--- config.mk ---
export PLATFORM = sky130hd
export DESIGN_NAME = branch_exec_unit
export DESIGN_NICKNAME = d
export VERILOG_FILES = /design/src/rtl/branch_exec_unit.sv
export SDC_FILE = /design/constraint.sdc
export NUM_CORES = 1
export LEC_CHECK = 0
export ABC_AREA = 1
export CAP_MARGIN = 20
export CORE_MARGIN = 3
export CORE_UTILIZATION = 52
export CTS_BUF_LIST = sky130_fd_sc_hd__clkbuf_16
export DETAILED_ROUTE_END_ITERATION = 6
export GPL_ROUTABILITY_DRIVEN = 0
export HOLD_SLACK_MARGIN = 0.1
export PLACE_DENSITY_LB_ADDON = 0.25
export SYNTH_ARGS = -nofsm -noshare
export SYNTH_HDL_FRONTEND = slang
export SYNTH_SLANG_ARGS = --single-unit
--- constraint.sdc ---
create_clock -name clk -period 4.07 [get_ports clk]
set_input_delay 0.407 -clock clk [delete_from_list [all_inputs] [get_ports clk]]
set_output_delay 0.407 -clock clk [all_outputs]
set_load 0.01 [all_outputs]
--- src/rtl/branch_exec_unit.sv ---
// Branch execution unit: resolves conditional branches, JAL and JALR
// against the front-end prediction. One result register with a
// ready/valid handshake on both sides, plus saturating statistics counters.
module branch_exec_unit #(
  parameter int XLEN   = 32,
  parameter int ROB_W  = 5,
  parameter int PREG_W = 7,
  parameter int CNT_W  = 16
) (
  input  logic              clk,
  input  logic              reset,
  input  logic              in_valid,
  output logic              in_ready,
  input  logic [6:0]        in_opcode,
  input  logic [2:0]        in_func3,
  input  logic [XLEN-1:0]   in_pc,
  input  logic [XLEN-1:0]   in_imm,
  input  logic [PREG_W-1:0] in_pd,
  input  logic [ROB_W-1:0]  in_rob,
  input  logic              in_pred_taken,
  input  logic [XLEN-1:0]   in_pred_target,
  input  logic [XLEN-1:0]   ps1_data,
  input  logic [XLEN-1:0]   ps2_data,
  input  logic              flush,
  output logic              out_valid,
  input  logic              out_ready,
  output logic [ROB_W-1:0]  out_rob,
  output logic [PREG_W-1:0] out_pd,
  output logic              out_wr_en,
  output logic [XLEN-1:0]   out_data,
  output logic              out_taken,
  output logic              out_mispredict,
  output logic [XLEN-1:0]   out_redirect_pc,
  output logic              out_illegal,
  output logic [CNT_W-1:0]  cnt_resolved,
  output logic [CNT_W-1:0]  cnt_mispredict
);

  localparam logic [6:0] OP_BRANCH = 7'b1100011;
  localparam logic [6:0] OP_JAL    = 7'b1101111;
  localparam logic [6:0] OP_JALR   = 7'b1100111;
  localparam logic [CNT_W-1:0] CNT_ONE = {{(CNT_W-1){1'b0}}, 1'b1};

  typedef struct packed {
    logic [ROB_W-1:0]  rob;
    logic [PREG_W-1:0] pd;
    logic              wr_en;
    logic [XLEN-1:0]   data;
    logic              taken;
    logic              mispredict;
    logic [XLEN-1:0]   redirect_pc;
    logic              illegal;
  } res_t;

  res_t res_d, res_q;

  logic            is_br, is_jal, is_jalr, is_link;
  logic            br_taken, br_ok, taken, illegal;
  logic [XLEN-1:0] seq_pc, pc_target, jalr_sum, target;
  logic            accept, drain;

  assign in_ready = !out_valid || out_ready;
  assign accept   = in_valid && in_ready && !flush;
  assign drain    = out_valid && out_ready;

  assign is_br   = (in_opcode == OP_BRANCH);
  assign is_jal  = (in_opcode == OP_JAL);
  assign is_jalr = (in_opcode == OP_JALR) && (in_func3 == 3'b000);
  assign is_link = is_jal || is_jalr;

  // Branch condition by func3; 010/011 are holes in the encoding.
  always_comb begin
    br_taken = 1'b0;
    br_ok    = 1'b1;
    case (in_func3)
      3'b000:  br_taken = (ps1_data == ps2_data);
      3'b001:  br_taken = (ps1_data != ps2_data);
      3'b100:  br_taken = ($signed(ps1_data) <  $signed(ps2_data));
      3'b101:  br_taken = ($signed(ps1_data) >= $signed(ps2_data));
      3'b110:  br_taken = (ps1_data <  ps2_data);
      3'b111:  br_taken = (ps1_data >= ps2_data);
      default: br_ok    = 1'b0;
    endcase
  end

  // All sums wrap modulo 2^XLEN; JALR clears bit 0 of its target.
  assign seq_pc    = in_pc + XLEN'(4);
  assign pc_target = in_pc + in_imm;
  assign jalr_sum  = ps1_data + in_imm;
  assign target    = is_jalr ? {jalr_sum[XLEN-1:1], 1'b0} : pc_target;
  assign taken     = is_link || (is_br && br_taken);
  assign illegal   = !(is_link || (is_br && br_ok));

  // Assemble the result that an accepted op loads into the output register.
  always_comb begin
    res_d             = '0;
    res_d.rob         = in_rob;
    res_d.pd          = in_pd;
    res_d.wr_en       = is_link && (in_pd != '0);
    res_d.data        = (is_link && (in_pd != '0)) ? seq_pc : '0;
    res_d.taken       = taken;
    res_d.mispredict  = (taken != in_pred_taken) ||
                        (taken && (in_pred_target != target));
    res_d.redirect_pc = taken ? target : seq_pc;
    res_d.illegal     = illegal;
  end

  // Output register: flush beats accept, accept beats drain.
  always_ff @(posedge clk or posedge reset) begin
    if (reset) begin
      out_valid <= 1'b0;
      res_q     <= '0;
    end else if (flush) begin
      out_valid <= 1'b0;
    end else if (accept) begin
      out_valid <= 1'b1;
      res_q     <= res_d;
    end else if (drain) begin
      out_valid <= 1'b0;
    end
  end

  // Statistics on completed handshakes; a flushed result is never counted.
  always_ff @(posedge clk or posedge reset) begin
    if (reset) begin
      cnt_resolved   <= '0;
      cnt_mispredict <= '0;
    end else if (drain && !flush) begin
      if (!res_q.illegal && (cnt_resolved != '1))
        cnt_resolved <= cnt_resolved + CNT_ONE;
      if (res_q.mispredict && (cnt_mispredict != '1))
        cnt_mispredict <= cnt_mispredict + CNT_ONE;
    end
  end

  assign out_rob         = res_q.rob;
  assign out_pd          = res_q.pd;
  assign out_wr_en       = res_q.wr_en;
  assign out_data        = res_q.data;
  assign out_taken       = res_q.taken;
  assign out_mispredict  = res_q.mispredict;
  assign out_redirect_pc = res_q.redirect_pc;
  assign out_illegal     = res_q.illegal;

endmodule

-- After elaboration in Yosys (flattened, before gate mapping)
Cells that the tools add are included.
- bits in registers: 113
- bits in latches: 0
- memory bits (writable): 0
- bits in read-only memories: 0
- input port bits: 188
- output and inout bits: 114
- logic and storage cells: 70
- memories: 0
- $add $sub $neg: 5
- $mul: 0
- div/mod/pow operators: 0
- magnitude comparators: 4
- eq/ne operators: 14
- shift operators: 0
- muxes and demuxes: 8
- bitwise operators: 1
- reduce and logical (&&, ||, !) cells: 27
- operators with widths (kind ; count):
    $mux 32 ; 3
    $add 32x32->32 ; 2
    $ge 32x32->1 ; 2
    $lt 32x32->1 ; 2
    $ne 32x32->1 ; 2
    $add 16x1->16 const B ; 2
    $add 32x3->32 const B ; 1
    $eq 32x32->1 ; 1
    $ne 16x16->1 const B ; 2
    $eq 7x7->1 const B ; 3
    $eq 3x3->1 const B ; 4
    $logic_and 1x1->1 ; 11
    $reduce_bool 7->1 ; 1
    $pmux 1 s6 ; 1
    $reduce_and 2->1 ; 3
    $reduce_or 6->1 ; 1
    $logic_or 1x1->1 ; 5
    $logic_not 1->1 ; 4
    $mux 1 ; 4
    $eq 3x1->1 const B ; 1
    $logic_not 3->1 ; 1
    $reduce_bool 3->1 ; 1
    $ne 1x1->1 ; 1
    $not 1->1 ; 1

-- Longest topological paths before layout
- word-level depth: 6
- mapped depth: 23
- depth with buffers taken out: 23

-- Worst setup path after synthesis
OpenSTA, ideal clock, no wires.
- path kind: input-to-reg
- start point: input port in_pc[0]
- end point: register res_q (netlist bit out_mispredict)
- setup time: 0.116 ns
- arrival time: 2.325 ns
- required time: 3.954 ns
- slack: 1.628 ns
- cell stages on the path: 20
- buffers on the path: 0
- path through: ha_1 -> fa_1 -> nand2_1 -> nand2_1 -> nand3_1 -> nand2_1 -> nand3_1 -> nand2_1 -> nand2_1 -> nand3_1 -> nand3_1 -> nand2_1 -> nand2_1 -> nand2_1 -> nor2_1 -> nand2_1 -> nor2_1 -> nand2_1 -> nand2_1 -> nand2_1
- cells in the longest elaborated chain, start to end: 5
- RTL lines (element ; RTL line ; RTL):
    from (decl) ; 16 ; input logic [XLEN-1:0] in_pc,
    $add 32x32->32 ; 88 ; assign pc_target = in_pc + in_imm;
    $mux 32 ; 90 ; assign target = is_jalr ? {jalr_sum[XLEN-1:1], 1'b0} : pc_target;
    $ne 32x32->1 ; 103 ; (taken && (in_pred_target != target));
    $logic_and 1x1->1 ; 103 ;
    $logic_or 1x1->1 ; 102 ; res_d.mispredict = (taken != in_pred_taken) ||
    to (signal assigned) ; 117 ; res_q <= res_d;
    to (decl) ; 55 ; res_t res_d, res_q;
No other way between the ends.
A chain may end at the register's enable or synchronous reset.

-- Worst setup path in the final report
- start point: input port ps2_data[31]
- end point: register res_q (netlist bit out_redirect_pc[20])
- cells in the longest elaborated chain, start to end: 5
- elaborated cells on any way between the ends: 10
- those cells by class: 4 x order compare; 2 x eq/ne; 2 x mux; 2 x reduce/logical
- RTL lines (element ; RTL line ; RTL):
    from (decl) ; 23 ; input logic [XLEN-1:0] ps2_data,
    $ge 32x32->1, or another cell as far along ; 81 ; 3'b111: br_taken = (ps1_data >= ps2_data);
    $pmux 1 s6 (*) ; 75 ; case (in_func3)
    $logic_and 1x1->1 (*) ; 91 ; assign taken = is_link || (is_br && br_taken);
    $logic_or 1x1->1 (*) ; 91 ;
    $mux 32 (*) ; 104 ; res_d.redirect_pc = taken ? target : seq_pc;
Mark *: on every way between the ends. The rest lies on a longest branch, timed or not.

==> results.ini <==
[synthesis]
synth_top_cell_by_area=nand2_1
yosys_most_used_dff=dfrtp_1
yosysWarningCount=0
ys_types=43
synthSimpleGateAreaFrac_pct=41.71
synth_top_family_by_area=simple AND/OR/NAND/NOR gates
ys_ff_latch=113
synth_most_common_cell=nand2_1
synthXorXnorAreaFrac_pct=3.684
synthMuxAreaShare_pct=0.08937
async_reset_ff_share_pct=100.0
syn_inst=2123
seq_area_frac_synth_pct=22.44
syn_avg_cell_area_um2=5.935
synth.top_cells.by_area=nand2_1, dfrtp_1, inv_1
synthAdderAreaFrac_pct=9.851
mappedNetlistNets=2409
yosys-top-cells-count=nand2_1, inv_1, nand3_1
syn_area_um2=12600
synth_compound_area_share_pct=9.434
synth_edf_count=0
yosysTopAreaCellShare_pct=23.15

[floorplan]
die_y_um=161.7
die_w_um=161.7
core_um2=23610
fp-row-count=56
io_pins=302
die_area_um2=26130
initial_core_util_pct=53.36

[drt]
avgViaCountPerCell=5.439
ant_nets=0
drt_pass1_iterations=6
drt-total-wl_um=44710
vias=15040
drc=0
wl_per_cell_um=16.16
initialDrtViolationCount=1517

[cts]
cts_max_path_buffers=2
cts_tree=done
clk_latency_ns=0.41
root_buffer=clkbuf_16
holdBufCountCts=0
postCtsResizedCells=0
clk_pin_slew_ns=0.05
clock-sinks=113
htreeDepth=4
cts_setup_buffers=0
cts_made_buffers=17

[final_layout]
fillers=2086
final_nets=2718
syn_to_final_growth_pct=32.00
drive_above_1_share_pct=4.664

[sta]
slew_headroom_pct=54.71
setup_violations=0
rsz0062_at_grt=false
fmax_mhz=306.3
tns_ns=0
worst_pin_slew_ns=0.6793
fin_skew_ns=0.009784
min_period_ns=3.265
period_share_pct=80.22
drv_slew=0
timing_hold_violations_final=0

[power]
ir_drop_uv=307.4
p_total_mw=4.605
p_leak_nw=9.078
powerDensity_nw_per_um2=276.9

[global_route]
grt_pass1_wl_um=70940
overflow=0
grt_pass1_vias=14390
grt_usage_pct=33.53
antenna_found_initial=4
grt_start_max_net_pins=82

[worst_setup_path]
end_kind=register
arrival_ns=3.59
critPathTopFamily=simple AND/OR/NAND/NOR gates
crit_type=input pin to register
start_kind=input pin
reg2reg_slack_ns=1.67
cp_slowest_cell=clkdlybuf4s50_1
crit_required_ns=4.39
path_cells=clkdlybuf4s50_1 -> inv_1 -> ha_1 -> nand2_1 -> nor2_2 -> nand2_1 -> nor2_2 -> nand4_2 -> nand2_1 -> nand2_1 -> nor2_1 -> nand2_1 -> nor2_2 -> nand3_2 -> nand2_4 -> buf_12 -> o21ai_0 -> o21ai_0
max_stage_delay_ns=0.45
critPathMaxFanout=42
critPathBufInv=3
critical_path.most_common_cell=nand2_1

[job]
drv_cap=0

[min_path]
hold_path.class=input pin to async pin

[placement]
dp.final_hpwl_um=37420
place.port_buffers=301

[outcome]
status=completed

[worst register-to-register path, stage by stage (launching register included)]
cell	delay (ns)
dfrtp_1	0.43
ha_1	0.23
inv_1	0.07
nor2_1	0.06
nand3_1	0.13
o2111ai_2	0.26
nor3_1	0.37
nand2_1	0.12
nor3_1	0.32
nand4_1	0.16
xnor2_1	0.16
[where the power goes]
group	switching [mW]	internal, mW
Clock	0.509	1.07
Combinational	0.977	0.743
Sequential	0.0830	1.22
[placed cells by master (no fill, tap or decap), drive strengths merged, types with 3 or more instances in the layout]
| cell | instances |
|---|---|
| nand2 | 778 |
| inv | 383 |
| clkdlybuf4s50 | 301 |
| nand3 | 207 |
| nor2 | 169 |
| dfrtp | 113 |
| ha | 96 |
| o21ai | 95 |
| a21oi | 87 |
| xor2 | 29 |
| nor3 | 29 |
| nand4 | 28 |
| xnor2 | 24 |
| nand3b | 24 |
| clkbuf | 17 |
| buf | 17 |
| o21bai | 7 |
| clkinv | 6 |
| nor4 | 5 |
| bufinv | 5 |
| or2 | 4 |
| and3 | 4 |
| diode | 3 |
[per-stage QoR]
stage                     util, %  cells  hold WS (ns)  cell area [µm²]  setup slack, ns
after global routing        70.43   2766        0.4114            16630           0.6311
after CTS                   70.28   2762        0.4713            16600           0.8499
after global placement      67.65   2731        0.4545            15970           0.4462
final                       70.43   2766        0.3758            16630           0.8050
after detailed placement    67.65   2731        0.4589            15970           0.4409
after floorplan                 -   2123        0.4701            12600           0.6756
[cell families (layout without fill, tap and decap cells)]
family | Yosys count | count (layout)
buffers and inverters | 410 | 731
AOI/OAI and AO/OA | 198 | 198
adders and majority gates | 98 | 98
xor gates and xnor gates | 53 | 53
other | 0 | 3
DFF | 113 | 113
muxes | 1 | 1
and+or+nand+nor | 1250 | 1250
[path summary, 6_finish.rpt]
kind | end | cells past startpoint | startpoint
max in group asynchronous | cnt_mispredict[8]$_DFFE_PP0P_ | 4 | reset
worst max register to register | cnt_resolved[15]$_DFFE_PP0P_ | 10 | cnt_resolved[0]$_DFFE_PP0P_
worst min-delay path | out_valid$_DFFE_PP0P_ | 2 | reset
worst min register to register | out_pd[2]$_DFFE_PP0P_ | 2 | out_pd[2]$_DFFE_PP0P_
worst max-delay path | out_redirect_pc[20]$_DFFE_PP0P_ | 18 | ps2_data[31]
min in group clk | out_pd[2]$_DFFE_PP0P_ | 2 | out_pd[2]$_DFFE_PP0P_
[area by class of cell]
type	count	area, µm²	share of cell area, %
multi-input cells	1600	8165	49.10
repair buffers	318	3173	19.08
flip-flops and latches	113	2828	17.00
inverters	382	1436	8.637
clock buffers	17	425.4	2.558
well taps	319	399.1	2.400
clock inverters	14	196.4	1.181
diodes	3	7.507	0.04514
[registers in the layout, indices dropped and copies added, names as in the netlist]
signal	cells
cnt_resolved	16
out_rob	5
out_wr_en	1
out_pd	7
out_valid	1
out_taken	1
out_illegal	1
out_redirect_pc	32
out_data	32
out_mispredict	1
cnt_mispredict	16
[metal layers]
layer | vias to the layer above | wire length [µm] | global-route usage [%]
met5 | - | 13 | 0
met4 | 2 | 1929 | 13.57
met3 | 131 | 4331 | 4.948
met2 | 797 | 20690 | 57.94
met1 | 6802 | 17740 | 42.20
li1 | 7312 | - | -
(Power assumes the default switching activity.)
